## src/rtl/fwd_stall_unit.sv

```systemverilog
// Operand forwarding, load-use/multdiv hazard stalls and multdiv watchdog FSM.
// Optional bex status forwarding is enabled by defining FWD_STALL_RSTATUS_EN.
module fwd_stall_unit #(
    parameter int REG_AW     = 5,
    parameter int MD_MAX_CYC = 40,
    parameter int CNT_W      = 6
) (
    input  logic              i_clk,
    input  logic              i_rst,
    input  logic [REG_AW-1:0] i_dx_rs1,
    input  logic [REG_AW-1:0] i_dx_rs2,
    input  logic              i_dx_use_rs1,
    input  logic              i_dx_use_rs2,
    input  logic [REG_AW-1:0] i_dx_rd,
    input  logic              i_dx_is_md,
    input  logic [REG_AW-1:0] i_xm_rd,
    input  logic              i_xm_wen,
    input  logic              i_xm_is_load,
    input  logic              i_xm_excep,
    input  logic [REG_AW-1:0] i_mw_rd,
    input  logic              i_mw_wen,
    input  logic              i_mw_excep,
    input  logic              i_md_ready,
    input  logic              i_dx_is_bex,
    input  logic              i_xm_is_setx,
    input  logic              i_mw_is_setx,
    output logic [1:0]        o_fwd_a,
    output logic [1:0]        o_fwd_b,
    output logic              o_mem_fwd,
    output logic [1:0]        o_bex_sel,
    output logic              o_stall,
    output logic              o_md_busy,
    output logic              o_md_wb,
    output logic              o_md_timeout,
    output logic [REG_AW-1:0] o_md_rd
);

    typedef enum logic [1:0] {S_IDLE, S_BUSY, S_DONE} state_t;

    state_t            r_state;
    logic [CNT_W-1:0]  r_cnt;
    logic [REG_AW-1:0] r_md_rd;
    logic              r_md_busy;
    logic              r_md_wb;

    function automatic logic f_match(
        input logic [REG_AW-1:0] rs,
        input logic [REG_AW-1:0] rd,
        input logic              wen
    );
        return (rs == rd) && wen && (rd != '0);
    endfunction

    logic w_xm_a, w_mw_a, w_xm_b, w_mw_b;
    logic w_lu_stall, w_md_stall, w_bex_stall;
    logic w_md_hit1, w_md_hit2, w_wd_expire;

    assign w_xm_a = i_dx_use_rs1 && f_match(i_dx_rs1, i_xm_rd, i_xm_wen) && !i_xm_excep;
    assign w_mw_a = i_dx_use_rs1 && f_match(i_dx_rs1, i_mw_rd, i_mw_wen) && !i_mw_excep;
    assign w_xm_b = i_dx_use_rs2 && f_match(i_dx_rs2, i_xm_rd, i_xm_wen) && !i_xm_excep;
    assign w_mw_b = i_dx_use_rs2 && f_match(i_dx_rs2, i_mw_rd, i_mw_wen) && !i_mw_excep;

    assign o_fwd_a = w_xm_a ? 2'b01 : (w_mw_a ? 2'b10 : 2'b00);
    assign o_fwd_b = w_xm_b ? 2'b01 : (w_mw_b ? 2'b10 : 2'b00);

    assign o_mem_fwd = (i_xm_rd == i_mw_rd) && i_mw_wen &&
                       (i_mw_rd != '0) && !i_mw_excep;

    assign w_lu_stall = i_xm_is_load &&
        ((i_dx_use_rs1 && f_match(i_dx_rs1, i_xm_rd, i_xm_wen)) ||
         (i_dx_use_rs2 && f_match(i_dx_rs2, i_xm_rd, i_xm_wen)));

    assign w_md_hit1  = i_dx_use_rs1 && (i_dx_rs1 == r_md_rd) && (r_md_rd != '0);
    assign w_md_hit2  = i_dx_use_rs2 && (i_dx_rs2 == r_md_rd) && (r_md_rd != '0);
    assign w_md_stall = r_md_busy && (w_md_hit1 || w_md_hit2 || i_dx_is_md);

`ifdef FWD_STALL_RSTATUS_EN
    assign o_bex_sel   = (i_dx_is_bex && i_xm_is_setx) ? 2'b01 :
                         (i_dx_is_bex && i_mw_is_setx) ? 2'b10 : 2'b00;
    assign w_bex_stall = 1'b0;
`else
    // No status bypass path: a bex right behind a setx must wait a cycle.
    logic w_unused_mw_setx;
    assign w_unused_mw_setx = i_mw_is_setx;
    assign o_bex_sel   = 2'b00;
    assign w_bex_stall = i_dx_is_bex && i_xm_is_setx;
`endif

    // DONE holds the pipe because the multdiv result owns the writeback port.
    assign o_stall = w_lu_stall || w_md_stall || w_bex_stall || (r_state == S_DONE);

    // A late md_ready on the final watchdog cycle still wins.
    assign w_wd_expire = (r_state == S_BUSY) && !i_md_ready &&
                         (r_cnt == CNT_W'(MD_MAX_CYC - 1));

    always_ff @(posedge i_clk or posedge i_rst) begin
        if (i_rst) begin
            r_state   <= S_IDLE;
            r_cnt     <= '0;
            r_md_rd   <= '0;
            r_md_busy <= 1'b0;
            r_md_wb   <= 1'b0;
        end else begin
            unique case (r_state)
                S_IDLE: begin
                    if (i_dx_is_md && !o_stall) begin
                        r_state   <= S_BUSY;
                        r_md_rd   <= i_dx_rd;
                        r_cnt     <= '0;
                        r_md_busy <= 1'b1;
                    end
                end
                S_BUSY: begin
                    r_cnt <= r_cnt + 1'b1;
                    if (i_md_ready) begin
                        r_state <= S_DONE;
                        r_md_wb <= 1'b1;
                    end else if (w_wd_expire) begin
                        r_state   <= S_IDLE;
                        r_md_busy <= 1'b0;
                    end
                end
                S_DONE: begin
                    r_state   <= S_IDLE;
                    r_md_busy <= 1'b0;
                    r_md_wb   <= 1'b0;
                end
                default: begin
                    r_state   <= S_IDLE;
                    r_md_busy <= 1'b0;
                    r_md_wb   <= 1'b0;
                end
            endcase
        end
    end

    assign o_md_busy    = r_md_busy;
    assign o_md_wb      = r_md_wb;
    assign o_md_timeout = w_wd_expire;
    assign o_md_rd      = r_md_rd;

endmodule
```

## config.mk

```make
export PLATFORM = sky130hd
export DESIGN_NAME = fwd_stall_unit
export DESIGN_NICKNAME = d
export VERILOG_FILES = /design/src/rtl/fwd_stall_unit.sv
export SDC_FILE = /design/constraint.sdc
export NUM_CORES = 1
export LEC_CHECK = 0
export ABC_AREA = 1
export BUFFER_PORTS_ARGS = -buffer_cell sky130_fd_sc_hd__buf_2
export CORE_AREA = 4 4 63 65
export CTS_CLUSTER_DIAMETER = 30
export CTS_CLUSTER_SIZE = 24
export DETAILED_ROUTE_END_ITERATION = 10
export DIE_AREA = 0 0 67 69
export PLACE_DENSITY = 0.68
export SKIP_CTS_REPAIR_TIMING = 1
export SKIP_LAST_GASP = 1
export SYNTH_ARGS = -nofsm -noshare
export SYNTH_HDL_FRONTEND = slang
export SYNTH_SLANG_ARGS = --single-unit
```

## constraint.sdc

```tcl
create_clock -name i_clk -period 2 [get_ports i_clk]
set_input_delay 0.3 -clock i_clk [delete_from_list [all_inputs] [get_ports i_clk]]
set_output_delay 0.3 -clock i_clk [all_outputs]
set_load 0.05 [all_outputs]
```

**Word-level counts from Yosys, hierarchy flattened**

Cells that the tools add are included.

- Output and inout bits: 16
- Bits of input ports: 39
- Logic and storage cells: 87
- Flip-flop bits (word level): 15

- Bitwise gates (word level): 1
- Add/subtract/negate cells: 1
- Equal/unequal tests: 15
- Reductions and logical operators: 49
- Multiplexer cells: 16

Operators with widths:

| kind | number |
|---|---|
| $eq A5 B5 Y1 | 7 |
| $logic_and A1 B1 Y1 | 29 |
| $reduce_bool A5 Y1 | 3 |
| $mux W2 | 7 |
| $pmux W6 S2 | 1 |
| $ne A2 B2 Y1 const B | 4 |
| $reduce_and A2 Y1 | 4 |
| $add A6 B1 Y6 const B | 1 |
| $eq A6 B6 Y1 const B | 1 |
| $logic_or A1 B1 Y1 | 6 |
| $mux W6 | 1 |
| $logic_not A1 Y1 | 4 |
| $mux W1 | 4 |
| $pmux W1 S2 | 2 |
| $pmux W2 S2 | 1 |
| $ne A3 B3 Y1 const B | 1 |
| $reduce_and A3 Y1 | 1 |
| $eq A2 B1 Y1 const B | 1 |
| $eq A2 B2 Y1 const B | 1 |
| $logic_not A2 Y1 | 1 |
| $reduce_bool A2 Y1 | 1 |
| $not A1 Y1 | 1 |

**Depth between registers and ports, before layout**

Gate-level depths: netlist of the first run.

- Depth after elaboration: 13
- Mapped depth: 13
- Mapped depth without buffers: 13

**Worst setup path after synthesis of the first run**

OpenSTA, ideal clock, no wires.

- Path kind: input to output
- Start point: input i_mw_wen
- End point: output o_mem_fwd
- Path slack: -0.472 ns
- Buffers on the path: 0
- Stages on the path: 6
- Arrival time: 2.172 ns
- Required time: 1.700 ns
- Cell sequence: inv_1 nor2_1 inv_1 a21oi_1 o221ai_1 nor4_1

- Longest elaborated chain between the ends: 3

Ends and longest elaborated chain:

| item | RTL line | source |
|---|---|---|
| start: declaration | 21 | `input logic i_mw_wen,` |
| $logic_and A1 B1 Y1 (2 in series) | 66 | `assign o_mem_fwd = (i_xm_rd == i_mw_rd) && i_mw_wen &&` |
| $logic_and A1 B1 Y1 | 67 | `(i_mw_rd != '0) && !i_mw_excep;` |
| end: declaration | 29 | `output logic o_mem_fwd,` |

No other way between the ends.

**Final worst setup path of the first run**

- Start point: register r_md_rd[3] (netlist: o_md_rd[3])
- End point: output o_stall

- Longest elaborated chain between the ends: 9
- Elaborated cells between the ends (all ways): 13
- Those cells by class: 2 x eq/ne; 11 x reduce/logical

Ends and longest elaborated chain:

| item | RTL line | source |
|---|---|---|
| start: declaration | 42 | `logic [REG_AW-1:0] r_md_rd;` |
| start signal: assignment | 108 | `r_md_rd <= i_dx_rd;` |
| $eq A5 B5 Y1, on equally long branches | 73, 74 |  |
| $logic_and A1 B1 Y1, on equally long branches (2 in series) | 73, 74 |  |
| $logic_or A1 B1 Y1 (*) (2 in series) | 75 | `assign w_md_stall = r_md_busy && (w_md_hit1 \|\| w_md_hit2 \|\| i_dx_is_md);` |
| $logic_and A1 B1 Y1 (*) | 75 |  |
| $logic_or A1 B1 Y1 (*) (3 in series) | 90 | `assign o_stall = w_lu_stall \|\| w_md_stall \|\| w_bex_stall \|\| (r_state == S_DONE);` |
| end: declaration | 31 | `output logic o_stall,` |

Mark *: on every way between the ends. The rest lies on a longest branch, timed or not.

==> results.sh, run 1 <==
export IMPL_status="completed"
export IMPL_grtUsageMet2_pct=23.9
export IMPL_p_leak_nw=0.997
export IMPL_crit_reg2reg_launch="o_md_rd[0]"
export IMPL_finalWorstSetupSlack_ns=0.134
export IMPL_area_delta_synth_final_pct=25.9
export IMPL_n_antenna_cell=0
export IMPL_dp_hpwl_um=3020
export IMPL_synth_compound_area_share_pct=13.2
export IMPL_first_pass_iters=4
export IMPL_use_met3_pct=1.95
export IMPL_r2r_cells=11
export IMPL_yosysTopAreaCell="dfrtp_1"
export IMPL_crit_fanout=3
export IMPL_top_usage_layer="met2"
export IMPL_critPathKind="flip-flop to output port"
export IMPL_cp_data_arrival_time_ns=1.57
export IMPL_powerDensity_nw_per_um2=1050
export IMPL_clk_pin_slew_worst_paths_ns=0.10
export IMPL_final_min_clock_period_ns=1.87
export IMPL_dpl_cell_count=315
export IMPL_crit_path_start_kind="flip-flop"
export IMPL_clockBufferDepth=2
export IMPL_layout_drive_gt1_share_pct=25.8
export IMPL_start_util_pct=41.1
export IMPL_grt_overflow_total=0
export IMPL_ys_seq_elements=15
export IMPL_finalCritPeriodShare_pct=93.3
export IMPL_drc_errors=0
export IMPL_setup_violations_final=0
export IMPL_grt_pass1_vias=1323
export IMPL_fillers=350
export IMPL_max_slew_margin_pct=62.3
export IMPL_yosys_area_share_xor_xnor_pct=7.02
export IMPL_cp_required_ns=1.70
export IMPL_ir_drop_mv=0.590
export IMPL_place_ws_ns=0.203
export IMPL_end_kind="output port"
export IMPL_grt_util_all_layers_pct=15.6
export IMPL_finalNonFillerCells=321
export IMPL_grt_pass1_wl_um=5860
export IMPL_avgViaCountPerCell=4.81
export IMPL_ys_seq_area_share_pct=27.3
export IMPL_synthAdderAreaFrac_pct=0.912
export IMPL_htreeDepth=1
export IMPL_synthSimpleGateAreaFrac_pct=38.9
export IMPL_nNetsFinal=316
export IMPL_fin_setup_tns_ns=0
export IMPL_fin_skew_ns=0.0175
export IMPL_tritoncts="done"
export IMPL_core_region_area_um2=3340
export IMPL_hold_viol_final=0
export IMPL_io_pins=55
export IMPL_hold_class="primary input to async pin"
export IMPL_netlist_area_um2=1370
export IMPL_io_buffer_count=51
export IMPL_tightest_slew_ns=0.565
export IMPL_die_w_um=67
export IMPL_antenna_found_initial=0
export IMPL_synth_top_cells_by_area="dfrtp_1 27%, nand2_1 17%, inv_1 9.3%"
export IMPL_syn_area_per_cell_um2=6.21
export IMPL_ant_nets=0
export IMPL_r2r_slack_ns=0.45
export IMPL_r2r_end="o_md_rd[4]"
export IMPL_cts_root_buf="clkbuf_4"
export IMPL_dieArea_um2=4620
export IMPL_drv_slew=0
export IMPL_place_gp_congestion=0.854
export IMPL_numClockSinks=15
export IMPL_wl_per_cell_um=11.3
export IMPL_rows=21
export IMPL_netlist_area_leader_share_pct=27.3
export IMPL_grt_use_met1_pct=22.7
export IMPL_syn_inst=221
export IMPL_fp_dieH_um=69
export IMPL_clock_latency_ns=0.29
export IMPL_synth_top_family_by_area="simple AND/OR/NAND/NOR gates"
export IMPL_finalWirelength_um=3630
export IMPL_synthDistinctLibCells=29
export IMPL_grt_max_degree=16
export IMPL_ys_warnings_count=0
export IMPL_maxCapViolations=0
export IMPL_drt_initial_drc_count=86
export IMPL_timing_fmax_mhz=536
export IMPL_p_total_mw=1.81
export IMPL_muxShareOfSynthArea_pct=0
export IMPL_vias=1543
export IMPL_final_core_util_pct=51.8
export IMPL_cts_made_buffers=3
==> per-stage QoR <==
step	hold slack [ns]	area, µm²
6_report	0.0405	1730
5_1_grt	0.0886	1730
4_1_cts	0.0666	1700
3_5_place_dp	0.385	1670
3_3_place_gp	0.387	1670
2_1_floorplan	0.201	1390
==> critical path, cell delays in order (launching register included) <==
cell,delay [ns]
dfrtp_1,0.40
buf_4,0.14
nand2_1,0.05
o21ai_0,0.07
nor2_1,0.09
nand4_1,0.11
nand3_1,0.10
nand2_2,0.08
nand2_1,0.09
buf_6,0.16
==> how the worst max path moves through the flow <==
stage / from / endpoint / slack, ns / depth (start not counted)
3_3_place_gp: i_dx_rs2[0] / o_fwd_b[1] / 0.19 / 9
6_report: o_md_rd[3] / o_stall / 0.13 / 9
5_1_grt: o_md_rd[4] / o_stall / -0.001 / 10
2_1_floorplan: o_md_rd[3] / o_stall / 0.05 / 8
3_5_place_dp: i_xm_rd[3] / o_stall / 0.20 / 10
4_1_cts: o_md_rd[4] / o_stall / -0.04 / 10
==> kinds of logic after synthesis <==
group           count (synthesis)
simple gates                  122
buf+inv                        41
compound gates                 30
flops                          15
xor+xnor                       11
fa+ha+maj                       1
other cells                     1
==> where the power goes <==
part	internal [mW]	leakage, nW	switching [mW]
combinational	0.334	0.788	0.731
sequential	0.438	0.192	0.134
clock	0.0744	0.0177	0.101
==> registers in the layout, summed over array words and instances, names as in the netlist <==
register	cells
o_md_busy	1
o_md_rd	5
o_md_wb	1
r_cnt	6
r_state	2
==> cell type report <==
| cell class | count | area [µm²] | share of cell area, % |
|---|---|---|---|
| Tap cell | 46 | 57.6 | 3.33 |
| Multi-Input combinational cell | 166 | 846 | 48.9 |
| Timing Repair Buffer | 54 | 287 | 16.6 |
| Clock inverter | 1 | 5.00 | 0.290 |
| Sequential cell | 15 | 375 | 21.7 |
| Inverter | 36 | 135 | 7.82 |
| Clock buffer | 3 | 22.5 | 1.30 |
==> cell usage after synthesis <==
library cell and count:
nand2_1 63, inv_1 34, nor2_1 26, nand3_1 18, dfrtp_1 15, o21ai_0 13, xor2_1 10, a21oi_1 5
buf_4 4, o21ai_1 4, nand4_1 3, nor3_1 3, nor4_1 3, inv_2 2, nand3_2 2, o2111ai_1 2
o22ai_1 2, a21oi_4 1, a22o_1 1, clkbuf_1 1, conb_1 1, ha_1 1, nand3b_1 1, nand4_2 1
nor2_4 1, o221ai_1 1, o31ai_1 1, or2_2 1, xnor2_1 1
==> layer usage <==
layer,vias up,part of all wire (%)
met4,0,0.74
met5,-,0
li1,814,-
met1,662,47
met3,4,9.9
met2,63,43
==> cell usage in the layout, fill, tap and decap left out, drive strengths merged <==
cell	count
a21oi	6
a22o	1
buf	53
clkbuf	4
clkinv	1
conb	2
dfrtp	15
ha	1
inv	36
nand2	63
nand3	20
nand3b	1
nand4	4
nor2	27
nor3	3
nor4	3
o2111ai	2
o21ai	17
o221ai	1
o22ai	2
o31ai	1
or2	1
xnor2	1
xor2	10
Power figures use the tool's default switching activity.
==> inputs of run 2 (changes only) <==
--- a/config.mk
+++ b/config.mk
@@ -12,6 +12,7 @@
 export CTS_CLUSTER_SIZE = 24
 export DETAILED_ROUTE_END_ITERATION = 10
 export DIE_AREA = 0 0 67 69
+export GPL_TIMING_DRIVEN = 0
 export PLACE_DENSITY = 0.68
 export SKIP_CTS_REPAIR_TIMING = 1
 export SKIP_LAST_GASP = 1
==> run 2 against run 1 <==
Die area stayed put. Cell area up 0.80%. Global-route usage is 0.42 points higher. Setup slack worse by 0.0019 ns. Critical path type unchanged. Highest routed layer unchanged.
==> results.sh, run 2 (synthesized netlist as in run 1, its figures left out) <==
export IMPL_status="completed"
export IMPL_nNetsFinal=318
export IMPL_r2r_end="r_cnt[0]"
export IMPL_cp_data_arrival_time_ns=1.57
export IMPL_max_slew_margin_pct=63.1
export IMPL_start_util_pct=41.1
export IMPL_layout_drive_gt1_share_pct=26.0
export IMPL_drv_slew=0
export IMPL_setup_violations_final=0
export IMPL_largest_register="r_cnt"
export IMPL_grt_pass1_wl_um=5950
export IMPL_maxCapViolations=0
export IMPL_core_region_area_um2=3340
export IMPL_finalCritPeriodShare_pct=93.4
export IMPL_clock_latency_ns=0.29
export IMPL_grt_util_all_layers_pct=16.0
export IMPL_cts_root_buf="clkbuf_4"
export IMPL_io_pins=55
export IMPL_critical_path_max_stage_delay_ns=0.43
export IMPL_rsz0062_at_grt="yes"
export IMPL_critPathKind="flip-flop to output port"
export IMPL_most_common_layout_cells="62 x nand2_1, 49 x buf_2, 33 x inv_1"
export IMPL_place_gp_congestion=0.835
export IMPL_final_min_clock_period_ns=1.87
export IMPL_fin_skew_ns=0.00847
export IMPL_powerDensity_nw_per_um2=1020
export IMPL_grt_pass1_vias=1409
export IMPL_antenna_found_initial=0
export IMPL_finalWirelength_um=3650
export IMPL_clockBufferDepth=2
export IMPL_first_pass_iters=4
export IMPL_grt_overflow_total=0
export IMPL_fin_setup_tns_ns=0
export IMPL_rows=21
export IMPL_drc_errors=0
export IMPL_crit_fanout=4
export IMPL_avgViaCountPerCell=4.60
export IMPL_crit_start="o_md_rd[4]"
export IMPL_hold_viol_final=0
export IMPL_final_seq_area_um2=375
export IMPL_dp_hpwl_um=3050
export IMPL_placed_cell_area_um2=1700
export IMPL_n_antenna_cell=0
export IMPL_drt_initial_drc_count=51
export IMPL_dpl_cell_count=319
export IMPL_crit_reg2reg_launch="o_md_rd[1]"
export IMPL_hold_class="primary input to async pin"
export IMPL_final_core_util_pct=52.2
export IMPL_p_leak_nw=1.01
export IMPL_fillers=384
export IMPL_finalNonFillerCells=323
export IMPL_r2r_cells=10
export IMPL_wl_per_cell_um=11.3
export IMPL_numClockSinks=15
export IMPL_tritoncts="done"
export IMPL_cp_required_ns=1.70
export IMPL_crit_path_start_kind="flip-flop"
export IMPL_largest_reg_flops=6
export IMPL_clk_pin_slew_worst_paths_ns=0.09
export IMPL_io_buffer_count=51
export IMPL_timing_fmax_mhz=535
export IMPL_tightest_slew_ns=0.553
export IMPL_ir_drop_mv=0.668
export IMPL_fp_dieH_um=69
export IMPL_crit_top_cell="nand2_1"
export IMPL_htreeDepth=1
export IMPL_end_kind="output port"
export IMPL_vias=1487
export IMPL_ant_nets=0
export IMPL_cts_made_buffers=3
export IMPL_multi_input_area_um2=848
export IMPL_dieArea_um2=4620
export IMPL_grt_max_degree=16
export IMPL_final_common_cell="nand2_1"
export IMPL_area_delta_synth_final_pct=26.9
export IMPL_die_w_um=67
export IMPL_worstPathCellList="inv_2, nand2_1, nand2_1, nand2_1, nor2_1, nand3_1, nand3_1, nand2_2, nand2_1, buf_6"
export IMPL_r2r_slack_ns=0.44
export IMPL_stdcell_area_um2=1740
export IMPL_crit_slowest_cell="dfrtp_1"
export IMPL_cp_endpoint="o_stall"
[run 2: cell types whose count changed in the layout (fill, tap and decap cells not counted), sizes merged]
cell	delta
buf	+2
[run 2: worst min-delay path by stage]
stage,endpoint,slack (ns),depth (start not counted)
2_1_floorplan,o_md_busy,0.20,1
3_3_place_gp,o_md_rd[1],0.38,2
3_5_place_dp,o_md_rd[1],0.38,2
4_1_cts,o_md_rd[4],0.05,2
5_1_grt,o_md_rd[4],0.08,2
6_report,o_md_rd[4],0.04,2
[run 2: layer usage]
metal	wire length [µm]	global-route usage, %
met5	0	0
met4	49	5.41
met3	224	1.79
met2	1550	25.9
met1	1820	21.7
[run 2: worst max-delay path: cells and delay by family (launching register included)]
| family | cells | cell delay [ns] |
|---|---|---|
| buf+inv | 2 | 0.26 |
| flops | 1 | 0.43 |
| simple gates | 8 | 0.58 |
[run 2: final cells by class]
type / instances / share of cell area (%)
Clock inverter: 1 / 0.287
Multi-Input combinational cell: 166 / 48.7
Buffer: 5 / 1.94
Tap cell: 46 / 3.30
Sequential cell: 15 / 21.6
Inverter: 36 / 7.76
Clock buffer: 3 / 1.29
Timing Repair Buffer: 51 / 15.2
[run 2: metrics by stage]
step | hold slack, ns | worst slack, ns | power, mW
3_5_place_dp | 0.379 | 0.161 | 1.59
4_1_cts | 0.0543 | -0.0478 | 1.77
3_3_place_gp | 0.384 | 0.164 | 1.58
2_1_floorplan | 0.201 | 0.0457 | 1.32
5_1_grt | 0.0762 | -0.00121 | 1.94
6_report | 0.0400 | 0.132 | 1.78
[run 2: power by group]
part	switching [mW]	internal, mW
logic	0.726	0.306
clock network	0.0988	0.0744
registers	0.133	0.438
==> inputs of run 3 (changes only) <==
--- a/config.mk
+++ b/config.mk
@@ -6,14 +6,13 @@
 export NUM_CORES = 1
 export LEC_CHECK = 0
 export ABC_AREA = 1
-export BUFFER_PORTS_ARGS = -buffer_cell sky130_fd_sc_hd__buf_2
 export CORE_AREA = 4 4 63 65
 export CTS_CLUSTER_DIAMETER = 30
 export CTS_CLUSTER_SIZE = 24
 export DETAILED_ROUTE_END_ITERATION = 10
 export DIE_AREA = 0 0 67 69
+export DONT_BUFFER_PORTS = 1
 export GPL_TIMING_DRIVEN = 0
-export PLACE_DENSITY = 0.68
 export SKIP_CTS_REPAIR_TIMING = 1
 export SKIP_LAST_GASP = 1
 export SYNTH_ARGS = -nofsm -noshare
==> run 3 against run 2 <==
The flow now finishes with violations (negative setup slack). First-iteration DRC count rose by 84%. Power fell by 4.9%. Fmax fell by 7.6%. Non-clock buffer count fell by 48. Cell area fell by 11%. Utilization fell by 6.0 points. Count of clock-buffer cells in the layout did not move. Die area did not move. Register-to-register slack got worse by 0.22 ns. Critical path type unchanged. Highest routed layer unchanged.
==> results.sh, run 3 (synthesized netlist as in run 1, its figures left out) <==
export IMPL_critical_path_max_stage_delay_ns=0.56
export IMPL_rows=21
export IMPL_ant_nets=0
export IMPL_crit_fanout=5
export IMPL_largest_reg_flops=6
export IMPL_die_w_um=67
export IMPL_tightest_slew_ns=0.720
export IMPL_io_pins=55
export IMPL_cp_required_ns=1.70
export IMPL_ir_drop_mv=0.495
export IMPL_nNetsFinal=270
export IMPL_clockBufferDepth=2
export IMPL_worstHoldStart="i_md_ready"
export IMPL_cts_root_buf="clkbuf_4"
export IMPL_vias=1390
export IMPL_holdPathStages=1
export IMPL_crit_family="simple AND/OR/NAND/NOR gates"
export IMPL_maxCapViolations=0
export IMPL_most_common_layout_cells="60 x nand2_1, 31 x inv_1, 25 x nor2_1"
export IMPL_drv_slew=0
export IMPL_p_leak_nw=0.806
export IMPL_rsz0062_at_grt="yes"
export IMPL_multi_input_area_um2=881
export IMPL_fp_dieH_um=69
export IMPL_drc_errors=0
export IMPL_clk_pin_slew_worst_paths_ns=0.10
export IMPL_failed_checks="negative setup slack"
export IMPL_grt_pass1_vias=1226
export IMPL_n_antenna_cell=0
export IMPL_antenna_found_initial=0
export IMPL_r2r_end="o_md_rd[0]"
export IMPL_grt_pass1_wl_um=5810
export IMPL_r2r_cells=11
export IMPL_timing_fmax_mhz=494
export IMPL_crit_slowest_cell="dfrtp_2"
export IMPL_drt_initial_drc_count=94
export IMPL_largest_register="r_cnt"
export IMPL_start_util_pct=41.1
export IMPL_grt_overflow_total=0
export IMPL_finalWirelength_um=3550
export IMPL_fin_skew_ns=0.0148
export IMPL_fillers=381
export IMPL_cp_data_arrival_time_ns=1.72
export IMPL_place_ws_ns=-0.158
export IMPL_finalCritPeriodShare_pct=101
export IMPL_crit_reg2reg_launch="o_md_rd[4]"
export IMPL_dp_hpwl_um=2990
export IMPL_dieArea_um2=4620
export IMPL_grt_util_all_layers_pct=15.8
export IMPL_final_seq_area_um2=382
export IMPL_final_min_clock_period_ns=2.02
export IMPL_critPathBufInv=1
export IMPL_critPathKind="flip-flop to output port"
export IMPL_layout_drive_gt1_share_pct=14.4
export IMPL_crit_path_start_kind="flip-flop"
export IMPL_grt_max_degree=16
export IMPL_clock_latency_ns=0.29
export IMPL_area_delta_synth_final_pct=12.3
export IMPL_holdWs_ns=0.0903
export IMPL_hold_viol_final=0
export IMPL_first_pass_iters=4
export IMPL_p_total_mw=1.69
export IMPL_wl_per_cell_um=12.9
export IMPL_crit_top_cell="nand3_1"
export IMPL_numClockSinks=15
export IMPL_core_region_area_um2=3340
export IMPL_hold_class="primary input to flip-flop"
export IMPL_io_buffer_count=0
export IMPL_powerDensity_nw_per_um2=1100
export IMPL_status="complete, but fails checks"
export IMPL_avgViaCountPerCell=5.05
export IMPL_worstPathCellList="inv_1, nand2_1, nand3_1, nor2_1, nand3_1, nand3_1, nand2_2, nand2_4"
export IMPL_cts_made_buffers=3
export IMPL_end_kind="output port"
export IMPL_worstHoldEndpoint="r_state[0]"
export IMPL_final_common_cell="nand2_1"
export IMPL_htreeDepth=1
export IMPL_place_gp_congestion=0.839
export IMPL_tritoncts="done"
export IMPL_setup_violations_final=1
export IMPL_r2r_slack_ns=0.22
export IMPL_max_slew_margin_pct=51.6
export IMPL_fin_setup_tns_ns=-0.0225
export IMPL_finalWorstSetupSlack_ns=-0.0225
run 3: cell types whose count changed in the layout (fill, tap and decap cells not counted), moves of 2 or more:
cell	previous run	this run
inv_1	33	31
dfrtp_2	0	5
buf_2	49	0
nand2_1	62	60
dfrtp_1	15	10
inv_2	3	5
run 3: metrics by stage:
stage          utilization, %  instances  area (µm²)
3_3_place_gp             43.3        268        1450
3_5_place_dp             43.3        268        1450
5_1_grt                  46.2        275        1540
6_report                 46.2        275        1540
2_1_floorplan               -        222        1390
4_1_cts                  44.1        272        1470
run 3: routing by layer:
metal	global-route usage, %	up-vias	share of wire (%)
met5	0	-	0
met4	4.73	0	1.1
met3	4.38	4	9.7
met2	22.5	51	42
met1	22.9	614	47
li1	-	721	-
run 3: how the worst max path moves through the flow:
stage,start,endpoint,cells past startpoint
floorplan,o_md_rd[3],o_stall,8
global placement,o_md_rd[3],o_stall,8
detailed placement,o_md_rd[3],o_stall,8
CTS,o_md_rd[3],o_stall,8
global route,o_md_rd[2],o_stall,8
finish,o_md_rd[0],o_stall,8
run 3: final cells by class:
class                      instances  area share, %
inverter                          36           8.77
timing repair buffer               3           1.62
buffer                             5           2.19
clock buffer                       3           1.46
tap                               46           3.73
multi-input combinational        166           57.1
sequential                        15           24.8
clock inverter                     1          0.325
run 3: power breakdown:
part	switching [mW]	total [mW]	internal (mW)
Clock	0.104	0.178	0.0744
Combinational	0.434	0.670	0.236
Sequential	0.397	0.841	0.444
